$ cat src/rtl/store_buffer_pkg.sv
// Shared types and default sizing for the post-commit store buffer.
// Build with STORE_BUFFER_FORWARD_EN defined to forward load data from buffered stores.
package store_buffer_pkg;

  localparam int STORE_BUFFER_DEPTH      = 4;
  localparam int STORE_BUFFER_ADDR_WIDTH = 32;
  localparam int STORE_BUFFER_DATA_WIDTH = 32;
  localparam int STORE_BUFFER_BYTES      = STORE_BUFFER_DATA_WIDTH / 8;
  localparam int STORE_BUFFER_OFFSET     = $clog2(STORE_BUFFER_BYTES);

  typedef struct packed {
    logic [STORE_BUFFER_ADDR_WIDTH-STORE_BUFFER_OFFSET-1:0] wordAddress;
    logic [STORE_BUFFER_DATA_WIDTH-1:0]                     data;
    logic [STORE_BUFFER_BYTES-1:0]                          byteEnable;
  } storeBufferEntry_;

  typedef enum logic {
    SB_IDLE,
    SB_BUSY
  } drainState_;

endpackage

$ cat src/rtl/store_buffer_match.sv
// Load-versus-buffer address compare: finds the youngest overlapping entry,
// walking entries oldest-to-youngest starting from head so wrap-around keeps age order.
module store_buffer_match #(
  parameter int DEPTH       = 4,
  parameter int WORD_WIDTH  = 30,
  parameter int BYTES       = 4,
  parameter int PTR_WIDTH   = $clog2(DEPTH),
  parameter int COUNT_WIDTH = $clog2(DEPTH + 1)
) (
  input  logic [PTR_WIDTH-1:0]                head,
  input  logic [COUNT_WIDTH-1:0]              count,
  input  logic [DEPTH-1:0][WORD_WIDTH-1:0]    entryWordAddress,
  input  logic [DEPTH-1:0][BYTES-1:0]         entryByteEnable,
  input  logic [WORD_WIDTH-1:0]               loadWordAddress,
  input  logic [BYTES-1:0]                    loadByteEnable,
  output logic                                anyMatch,
  output logic [PTR_WIDTH-1:0]                youngestIndex,
  output logic                                fullCover
);

  logic [PTR_WIDTH-1:0] slot;

  // Later (younger) matches overwrite earlier ones, so the last hit wins.
  always_comb begin
    anyMatch      = 1'b0;
    youngestIndex = head;
    slot          = head;
    for (int age = 0; age < DEPTH; age++) begin
      slot = head + PTR_WIDTH'(age);
      if ((COUNT_WIDTH'(age) < count) &&
          (entryWordAddress[slot] == loadWordAddress) &&
          (|(entryByteEnable[slot] & loadByteEnable))) begin
        anyMatch      = 1'b1;
        youngestIndex = slot;
      end
    end
  end

  assign fullCover = anyMatch &&
                     ((entryByteEnable[youngestIndex] & loadByteEnable) == loadByteEnable);

endmodule

$ cat src/rtl/store_buffer.sv
// Post-commit store buffer: in-order FIFO drained over a valid/complete handshake,
// with load hazard detection; STORE_BUFFER_FORWARD_EN enables store-to-load forwarding.
module store_buffer
  import store_buffer_pkg::*;
#(
  parameter  int DEPTH       = STORE_BUFFER_DEPTH,
  parameter  int ADDR_WIDTH  = STORE_BUFFER_ADDR_WIDTH,
  parameter  int DATA_WIDTH  = STORE_BUFFER_DATA_WIDTH,
  localparam int BYTES       = DATA_WIDTH / 8,
  localparam int OFFSET      = $clog2(BYTES),
  localparam int WORD_WIDTH  = ADDR_WIDTH - OFFSET,
  localparam int PTR_WIDTH   = $clog2(DEPTH),
  localparam int COUNT_WIDTH = $clog2(DEPTH + 1)
) (
  input  logic                   clock,
  input  logic                   reset,
  input  logic                   storeReqValid,
  input  logic [ADDR_WIDTH-1:0]  storeReqAddress,
  input  logic [DATA_WIDTH-1:0]  storeReqData,
  input  logic [BYTES-1:0]       storeReqByteEnable,
  output logic                   storeReqReady,
  input  logic                   loadCheckValid,
  input  logic [ADDR_WIDTH-1:0]  loadCheckAddress,
  input  logic [BYTES-1:0]       loadCheckByteEnable,
  output logic                   loadHazard,
  output logic                   loadForwardValid,
  output logic [DATA_WIDTH-1:0]  loadForwardData,
  output logic                   memStoreValid,
  output logic [ADDR_WIDTH-1:0]  memStoreAddress,
  output logic [DATA_WIDTH-1:0]  memStoreData,
  output logic [BYTES-1:0]       memStoreByteEnable,
  input  logic                   memStoreComplete,
  output logic                   bufferEmpty,
  output logic [COUNT_WIDTH-1:0] occupancy
);

  typedef struct packed {
    logic [WORD_WIDTH-1:0] wordAddress;
    logic [DATA_WIDTH-1:0] data;
    logic [BYTES-1:0]      byteEnable;
  } entry_t;

  entry_t                 entries [DEPTH];
  logic [PTR_WIDTH-1:0]   head;
  logic [PTR_WIDTH-1:0]   tail;
  logic [COUNT_WIDTH-1:0] count;
  drainState_             state;
  logic                   push;
  logic                   pop;

  assign storeReqReady = (count != COUNT_WIDTH'(DEPTH));
  assign push          = storeReqValid && storeReqReady;
  assign pop           = (state == SB_BUSY) && memStoreComplete;
  assign occupancy     = count;
  assign bufferEmpty   = (count == '0);

  // Payload needs no reset: an entry is only ever read while count covers it.
  always_ff @(posedge clock) begin
    if (push) begin
      entries[tail] <= '{wordAddress: storeReqAddress[ADDR_WIDTH-1:OFFSET],
                         data:        storeReqData,
                         byteEnable:  storeReqByteEnable};
    end
  end

  always_ff @(posedge clock) begin
    if (reset) begin
      head  <= '0;
      tail  <= '0;
      count <= '0;
    end else begin
      if (push) tail <= tail + PTR_WIDTH'(1);
      if (pop)  head <= head + PTR_WIDTH'(1);
      count <= count + COUNT_WIDTH'(push) - COUNT_WIDTH'(pop);
    end
  end

  always_ff @(posedge clock) begin
    if (reset) begin
      state              <= SB_IDLE;
      memStoreValid      <= 1'b0;
      memStoreAddress    <= '0;
      memStoreData       <= '0;
      memStoreByteEnable <= '0;
    end else begin
      case (state)
        SB_IDLE: begin
          if (count != '0) begin
            memStoreValid      <= 1'b1;
            memStoreAddress    <= ADDR_WIDTH'(entries[head].wordAddress) << OFFSET;
            memStoreData       <= entries[head].data;
            memStoreByteEnable <= entries[head].byteEnable;
            state              <= SB_BUSY;
          end
        end
        SB_BUSY: begin
          if (memStoreComplete) begin
            memStoreValid <= 1'b0;
            state         <= SB_IDLE;
          end
        end
        default: state <= SB_IDLE;
      endcase
    end
  end

  logic [DEPTH-1:0][WORD_WIDTH-1:0] entryWordAddress;
  logic [DEPTH-1:0][BYTES-1:0]      entryByteEnable;
  logic                             anyMatch;
  logic [PTR_WIDTH-1:0]             youngestIndex;
  logic                             fullCover;

  always_comb begin
    for (int i = 0; i < DEPTH; i++) begin
      entryWordAddress[i] = entries[i].wordAddress;
      entryByteEnable[i]  = entries[i].byteEnable;
    end
  end

  store_buffer_match #(
    .DEPTH      (DEPTH),
    .WORD_WIDTH (WORD_WIDTH),
    .BYTES      (BYTES),
    .PTR_WIDTH  (PTR_WIDTH),
    .COUNT_WIDTH(COUNT_WIDTH)
  ) match (
    .head            (head),
    .count           (count),
    .entryWordAddress(entryWordAddress),
    .entryByteEnable (entryByteEnable),
    .loadWordAddress (loadCheckAddress[ADDR_WIDTH-1:OFFSET]),
    .loadByteEnable  (loadCheckByteEnable),
    .anyMatch        (anyMatch),
    .youngestIndex   (youngestIndex),
    .fullCover       (fullCover)
  );

  logic unusedAddressBits;
  assign unusedAddressBits = &{1'b0, storeReqAddress, loadCheckAddress};

`ifdef STORE_BUFFER_FORWARD_EN
  logic [DATA_WIDTH-1:0] laneMask;

  always_comb begin
    for (int b = 0; b < BYTES; b++) begin
      laneMask[8*b +: 8] = {8{loadCheckByteEnable[b]}};
    end
  end

  // Only a youngest match that covers every requested lane may forward.
  assign loadHazard       = loadCheckValid && anyMatch && !fullCover;
  assign loadForwardValid = loadCheckValid && anyMatch && fullCover;
  assign loadForwardData  = loadForwardValid ? (entries[youngestIndex].data & laneMask) : '0;
`else
  assign loadHazard       = loadCheckValid && anyMatch;
  assign loadForwardValid = 1'b0;
  assign loadForwardData  = '0;

  logic unusedMatch;
  assign unusedMatch = &{1'b0, youngestIndex, fullCover};
`endif

endmodule
$ cat config.mk
export PLATFORM = sky130hd
export DESIGN_NAME = store_buffer
export DESIGN_NICKNAME = d
export VERILOG_FILES = /design/src/rtl/store_buffer_pkg.sv /design/src/rtl/store_buffer_match.sv /design/src/rtl/store_buffer.sv
export SDC_FILE = /design/constraint.sdc
export NUM_CORES = 1
export LEC_CHECK = 0
export CORE_UTILIZATION = 54
export CTS_CLUSTER_SIZE = 14
export DETAILED_ROUTE_END_ITERATION = 8
export PLACE_DENSITY = 0.76
export SLEW_MARGIN = 5
export SYNTH_ARGS = -nofsm -noshare
export SYNTH_HDL_FRONTEND = slang
export SYNTH_SLANG_ARGS = --single-unit
$ cat constraint.sdc
create_clock -name clock -period 7.2 [get_ports clock]
set_clock_uncertainty 0.1 [all_clocks]
set_input_delay 1.8 -clock clock [delete_from_list [all_inputs] [get_ports clock]]
set_output_delay 1.8 -clock clock [all_outputs]
set_load 0.02 [all_outputs]
# Word-level counts from Yosys, hierarchy flattened
# Memories as Yosys holds them, arrays and structs flattened. A register that Yosys moved wholly into a read port is not among the register bits.
# Index checks and enable logic that the tools add are counted.
# totals
regBits	9
output_inout_bits	108
in_bits	109
mem_count	1
mem_bits_rw	264
# mem_list
name	depth	word_bits	rd	rd_clocked_by_memory_dff	wr	line_no	text
entries	4	66	5	1	1	store_buffer.sv:43	entry_t entries [DEPTH];
# classes
n_addsub	6
n_reduce_logical	19
mux	28
n_eq_ne	7
bitwise_logic	5
n_lt_le_gt_ge	8
# ops
op	count
30-bit binary-select mux with 2-bit select	4
30-bit == test	4
30-bit two-way mux	4
4-bit binary-select mux with 2-bit select	4
4-bit AND	4
4-bit two-way mux	4
4-bit OR reduction	4
2-bit by 3-bit < comparator with 1-bit output, second input constant	4
1-bit logical AND	11
1-bit two-way mux	10
1-bit by 3-bit < comparator with 1-bit output, first input constant	2
2-bit by 3-bit < comparator with 1-bit output, first input constant	2
2-bit by 1-bit adder with 2-bit output, second input constant	2
2-bit adder, second input constant	2
2-bit != test, second input constant	2
1-bit one-hot mux with 2 select lines	2
2-bit AND reduction	2
3-bit by 1-bit adder with 3-bit output	1
3-bit zero test	1
3-bit != test, second input constant	1
3-bit nonzero test	1
3-bit by 1-bit subtractor with 3-bit output	1
1-bit NOT	1

# Logic depth before layout (Yosys ltp)
# An unclocked memory read counts as a cell.
# depth
ltp_word	11
mapped_depth	12
mapped_depth_nobuf	11

# By module
# Synthesis repeated with hierarchy kept, for this count alone.
# unflattened
hier_cells	1156
hier_area_um2	17730.8
# modules_own_cells
module	area_each_um2	instances	seq_area_each_um2	cells_per_inst
store_buffer	12308.1	1	9429.0	584
store_buffer_match	5422.7	1	0.0	572

# Worst setup path before layout
# No wires, ideal clock.
# synth_path
path_type	input -> output
startpoint	input loadCheckAddress[2]
endpoint	output loadHazard
path_slack_ps	1724
required_time_ps	5300
stages	7
n_path_buf	1
arrival_ps	3576
path_cell_list	clkbuf_1 > o22ai_1 > nor4_1 > nor2_1 > or4_1 > a2111oi_2 > o31a_1
# synth_via
elab_chain_cells	8
word_cells_on_any_way	17
classes_between	eq/ne: 4; mux: 4; reduce/logical: 9
# synth_rtl
item	line_no	text
start, declared	store_buffer.sv:23	input logic [ADDR_WIDTH-1:0] loadCheckAddress,
30-bit == test	store_buffer_match.sv:31	(entryWordAddress[slot] == loadWordAddress) &&
1-bit logical AND	store_buffer_match.sv:30	if ((COUNT_WIDTH'(age) < count) &&
1-bit logical AND	store_buffer_match.sv:31	
1-bit two-way mux (3 in a row)	store_buffer_match.sv:30	
1-bit two-way mux (*)	store_buffer_match.sv:30	
1-bit logical AND (*)	store_buffer.sv:155	assign loadHazard = loadCheckValid && anyMatch;
end, declared	store_buffer.sv:25	output logic loadHazard,
# Every way passes the cells marked *; elsewhere a longest branch is shown, timed or not.

# Worst setup path after layout
# layout_path
startpoint	input loadCheckAddress[8]
endpoint	output loadHazard
# Same word-level chain as after synthesis.

==> impl_metrics.env <==
export IMPL_cts_path_max_buffers=3
export IMPL_tightest_slew_ps=962.2
export IMPL_r2r_start="occupancy[1]"
export IMPL_tritoncts="built"
export IMPL_synthAdderAreaFrac_pct=0.7136
export IMPL_num_rows=64
export IMPL_dieArea_um2=31880
export IMPL_swShare_pct=34.24
export IMPL_finalSetupViolCount=0
export IMPL_endpoint="loadHazard"
export IMPL_vias_per_cell=6.154
export IMPL_antenna_found_initial=0
export IMPL_cpMostUsedCell="clkdlybuf4s50_1"
export IMPL_crit_required_ps=5300
export IMPL_power_switching_mw=2.420
export IMPL_final_util_pct=65.52
export IMPL_synth_ff_type="edfxtp_1"
export IMPL_clk_pin_slew_ps=60
export IMPL_r2r_end="memStoreAddress[29]"
export IMPL_rsz0062_at_grt="no"
export IMPL_antenna_left=0
export IMPL_htree_num_levels=2
export IMPL_drt_iter0_drc=1040
export IMPL_gp_congestion=0.9479
export IMPL_worstPathCellList="clkdlybuf4s50_1 -> o22ai_1 -> nor4_1 -> nor2_1 -> or4_1 -> a2111oi_2 -> buf_4 -> o31a_1 -> clkdlybuf4s50_1"
export IMPL_synth_area_per_cell_um2=14.00
export IMPL_pwr_share_seq_pct=37.8
export IMPL_nNetsFinal=1491
export IMPL_pwr_share_clk_pct=26.7
export IMPL_die_width_um=178.5
export IMPL_insertion_delay_ps=530
export IMPL_slowest_delay_ps=690
export IMPL_crit_start="loadCheckAddress[8]"
export IMPL_hold_viol=0
export IMPL_wl_per_cell_um=24.84
export IMPL_worstPathMaxFanout=6
export IMPL_cp_slowest_cell="clkdlybuf4s50_1"
export IMPL_mappedNetlistArea_um2=16830
export IMPL_drtPass1Iterations=5
export IMPL_core_area_um2=30590
export IMPL_p_int_mw=4.648
export IMPL_clock_sinks=339
export IMPL_r2r_slack_ps=4370
export IMPL_slew_violations=0
export IMPL_ys_types=59
export IMPL_ys_ff_latch=339
export IMPL_vias=11077
export IMPL_cp_depth=9
export IMPL_min_period_ps=6924
export IMPL_synth_xor_area_share_pct=5.048
export IMPL_max_freq_mhz=144.4
export IMPL_slew_headroom_pct=35.85
export IMPL_path_delay_family="buffers and inverters"
export IMPL_port_buffers=177
export IMPL_layout_drive_gt1_share_pct=15.91
export IMPL_grt_start_max_net_pins=76
export IMPL_synth_compound_area_share_pct=6.676
export IMPL_start_kind="input pin"
export IMPL_die_h_um=178.5
export IMPL_ctsRootBufferMaster="clkbuf_16"
export IMPL_grt_util_all_layers_pct=28.78
export IMPL_end_kind="output pin"
export IMPL_ys_async_sr_fraction_pct=0
export IMPL_syn_inst=1202
export IMPL_grt_pass1_vias=10874
export IMPL_start_util_pct=55.02
export IMPL_place_hpwl_um=31680
export IMPL_cap_viol_max_count=0
export IMPL_status="completed"
export IMPL_cts_resized=0
export IMPL_path_buf_inv=3
export IMPL_min_path_type="flop to flop"
export IMPL_hold_buffers=0
export IMPL_path_class="input pin to output pin"
export IMPL_combinationalPowerShare_pct=35.5
export IMPL_grt_pass1_wl_um=67030
export IMPL_synthMuxAreaShare_pct=20.06
export IMPL_setup_tns_ps=0
export IMPL_ir_drop_mv=0.3229
export IMPL_synth_edff_count=264
export IMPL_areaGrowthSynthToFinish_pct=19.08
export IMPL_synth_top_family_by_area="multiplexers"
export IMPL_cts_buffers=37
export IMPL_routed_wirelength_um=44720
export IMPL_grt_ovfl_total=0
export IMPL_finalCritPeriodShare_pct=96.16
export IMPL_p_per_area_nw_per_um2=352.6
export IMPL_critPathArrivalTime_ps=5020
export IMPL_drc=0
export IMPL_ys_warn_count=0
export IMPL_synth_simple_area_share_pct=6.453
export IMPL_seq_area_frac_synth_pct=56.02
export IMPL_cts_setup_buffers=0
export IMPL_p_leak_nw=6.539
export IMPL_r2r_cells=6
export IMPL_ioPinCount=217
-- power by group through the flow --
stage	Clock, mW	Sequential [mW]	Combinational (mW)
finish	1.89	2.67	2.51
global route	2.00	2.71	2.69
CTS	1.92	2.67	2.52
detailed placement	0	2.71	2.51
global placement	0	2.69	2.48
floorplan	0	2.85	1.44
-- per-layer routing --
metal | routed length, um | vias to the layer above | global-route usage (%)
met4 | 1202 | 0 | 7.804
li1 | - | 4912 | -
met5 | 0 | - | 0
met3 | 2961 | 73 | 4.518
met1 | 18560 | 5638 | 39.76
met2 | 21990 | 454 | 47.43
-- stage by stage --
stage               power [mW]  setup WS, ps  cells  area, um2  hold WS [ps]
finish                   7.068         276.2   1800      20040         350.0
global route             7.394         149.6   1798      20040         365.4
CTS                      7.112         357.2   1798      20040         352.4
detailed placement       5.215         386.7   1730      18800         344.4
global placement         5.169         355.1   1730      18800         341.6
floorplan                4.289          1724   1236      16960         369.2
-- cell families (layout without fill, tap and decap cells) --
family                     count (synthesis)  count (layout)
and+or+nand+nor                          246             246
adders and majority gates                  9               9
AOI/OAI and AO/OA                        176             176
xor gates and xnor gates                  97              97
muxes                                    197             197
DFF                                      339             339
buffers and inverters                    137             303
other                                      1              37
-- cell type report --
| class | count | area, um2 |
|---|---|---|
| repair buffers | 218 | 2087 |
| flip-flops and latches | 339 | 9437 |
| diodes | 2 | 5.005 |
| clock inverters | 14 | 148.9 |
| fillers | 2184 | 10550 |
| multi-input cells | 760 | 6715 |
| well taps | 396 | 495.5 |
| clock buffers | 54 | 1091 |
| inverters | 17 | 63.81 |
-- placed cells by master (no fill, tap or decap), types with 4 or more instances in the layout --
master / netlist / routed
mux4_2: 95 / 95
mux2i_1: 74 / 74
xnor2_1: 65 / 65
a211oi_1: 7 / 7
buf_4: 44 / 40
a21oi_1: 84 / 84
o22ai_1: 8 / 8
nor2_1: 26 / 25
dfxtp_1: 75 / 73
a22oi_1: 17 / 17
clkinv_2: 0 / 5
clkdlybuf4s50_1: 0 / 176
clkbuf_1: 40 / 8
nand3_1: 12 / 12
and2_1: 7 / 7
xor2_1: 32 / 32
mux2_2: 11 / 11
nand4_1: 15 / 15
ha_1: 8 / 8
o21ai_0: 16 / 16
nor3_1: 6 / 6
conb_1: 1 / 35
mux4_1: 11 / 11
inv_1: 17 / 17
nand2_1: 149 / 149
and3_4: 0 / 4
clkbuf_8: 0 / 8
clkbuf_16: 0 / 38
mux2i_2: 5 / 5
edfxtp_1: 264 / 264
o211ai_1: 5 / 5
a31oi_1: 4 / 4
nor4_1: 15 / 15
-- worst min-delay path, cell delays in order, from the launching register on --
cell and delay [ps]:
dfxtp_1 300, nand2_1 50, a21oi_1 50
-- how the worst min path moves through the flow --
stage                                      from               endpoint  slack, ps  cells after the start
after CTS                    memStoreAddress[2]     memStoreAddress[2]        350                      2
final                        memStoreAddress[2]     memStoreAddress[2]        350                      2
after global placement         memStoreData[24]       memStoreData[24]        340                      2
after detailed placement     memStoreAddress[2]     memStoreAddress[2]        340                      2
after floorplan                         tail[1]                tail[1]        370                      2
after global routing      memStoreByteEnable[1]  memStoreByteEnable[1]        370                      2
-- sequential cells by signal, indices dropped and copies added (netlist names) --
signal,cells
memStoreByteEnable,4
entries,264
memStoreAddress,30
memStoreData,32
tail,2
head,2
memStoreValid,1
occupancy,3
state,1
-- cells in the mapped netlist, types with 11 or more instances --
cell type | number | area (um2)
nor4_1 | 15 | 93.84
mux2_2 | 11 | 123.9
buf_2 | 19 | 95.09
o21ai_0 | 16 | 80.08
xor2_1 | 32 | 280.3
a22oi_1 | 17 | 127.6
xnor2_1 | 65 | 569.3
edfxtp_1 | 264 | 7928
clkbuf_1 | 40 | 150.1
nand2_1 | 149 | 559.3
mux4_2 | 95 | 2140
mux4_1 | 11 | 289.0
nand3_1 | 12 | 60.06
mux2i_1 | 74 | 740.7
inv_1 | 17 | 63.81
dfxtp_1 | 75 | 1501
a21oi_1 | 84 | 420.4
buf_4 | 44 | 330.3
nor2_1 | 26 | 97.59
nand4_1 | 15 | 93.84
No activity file was read; power rests on OpenSTA's default activity.
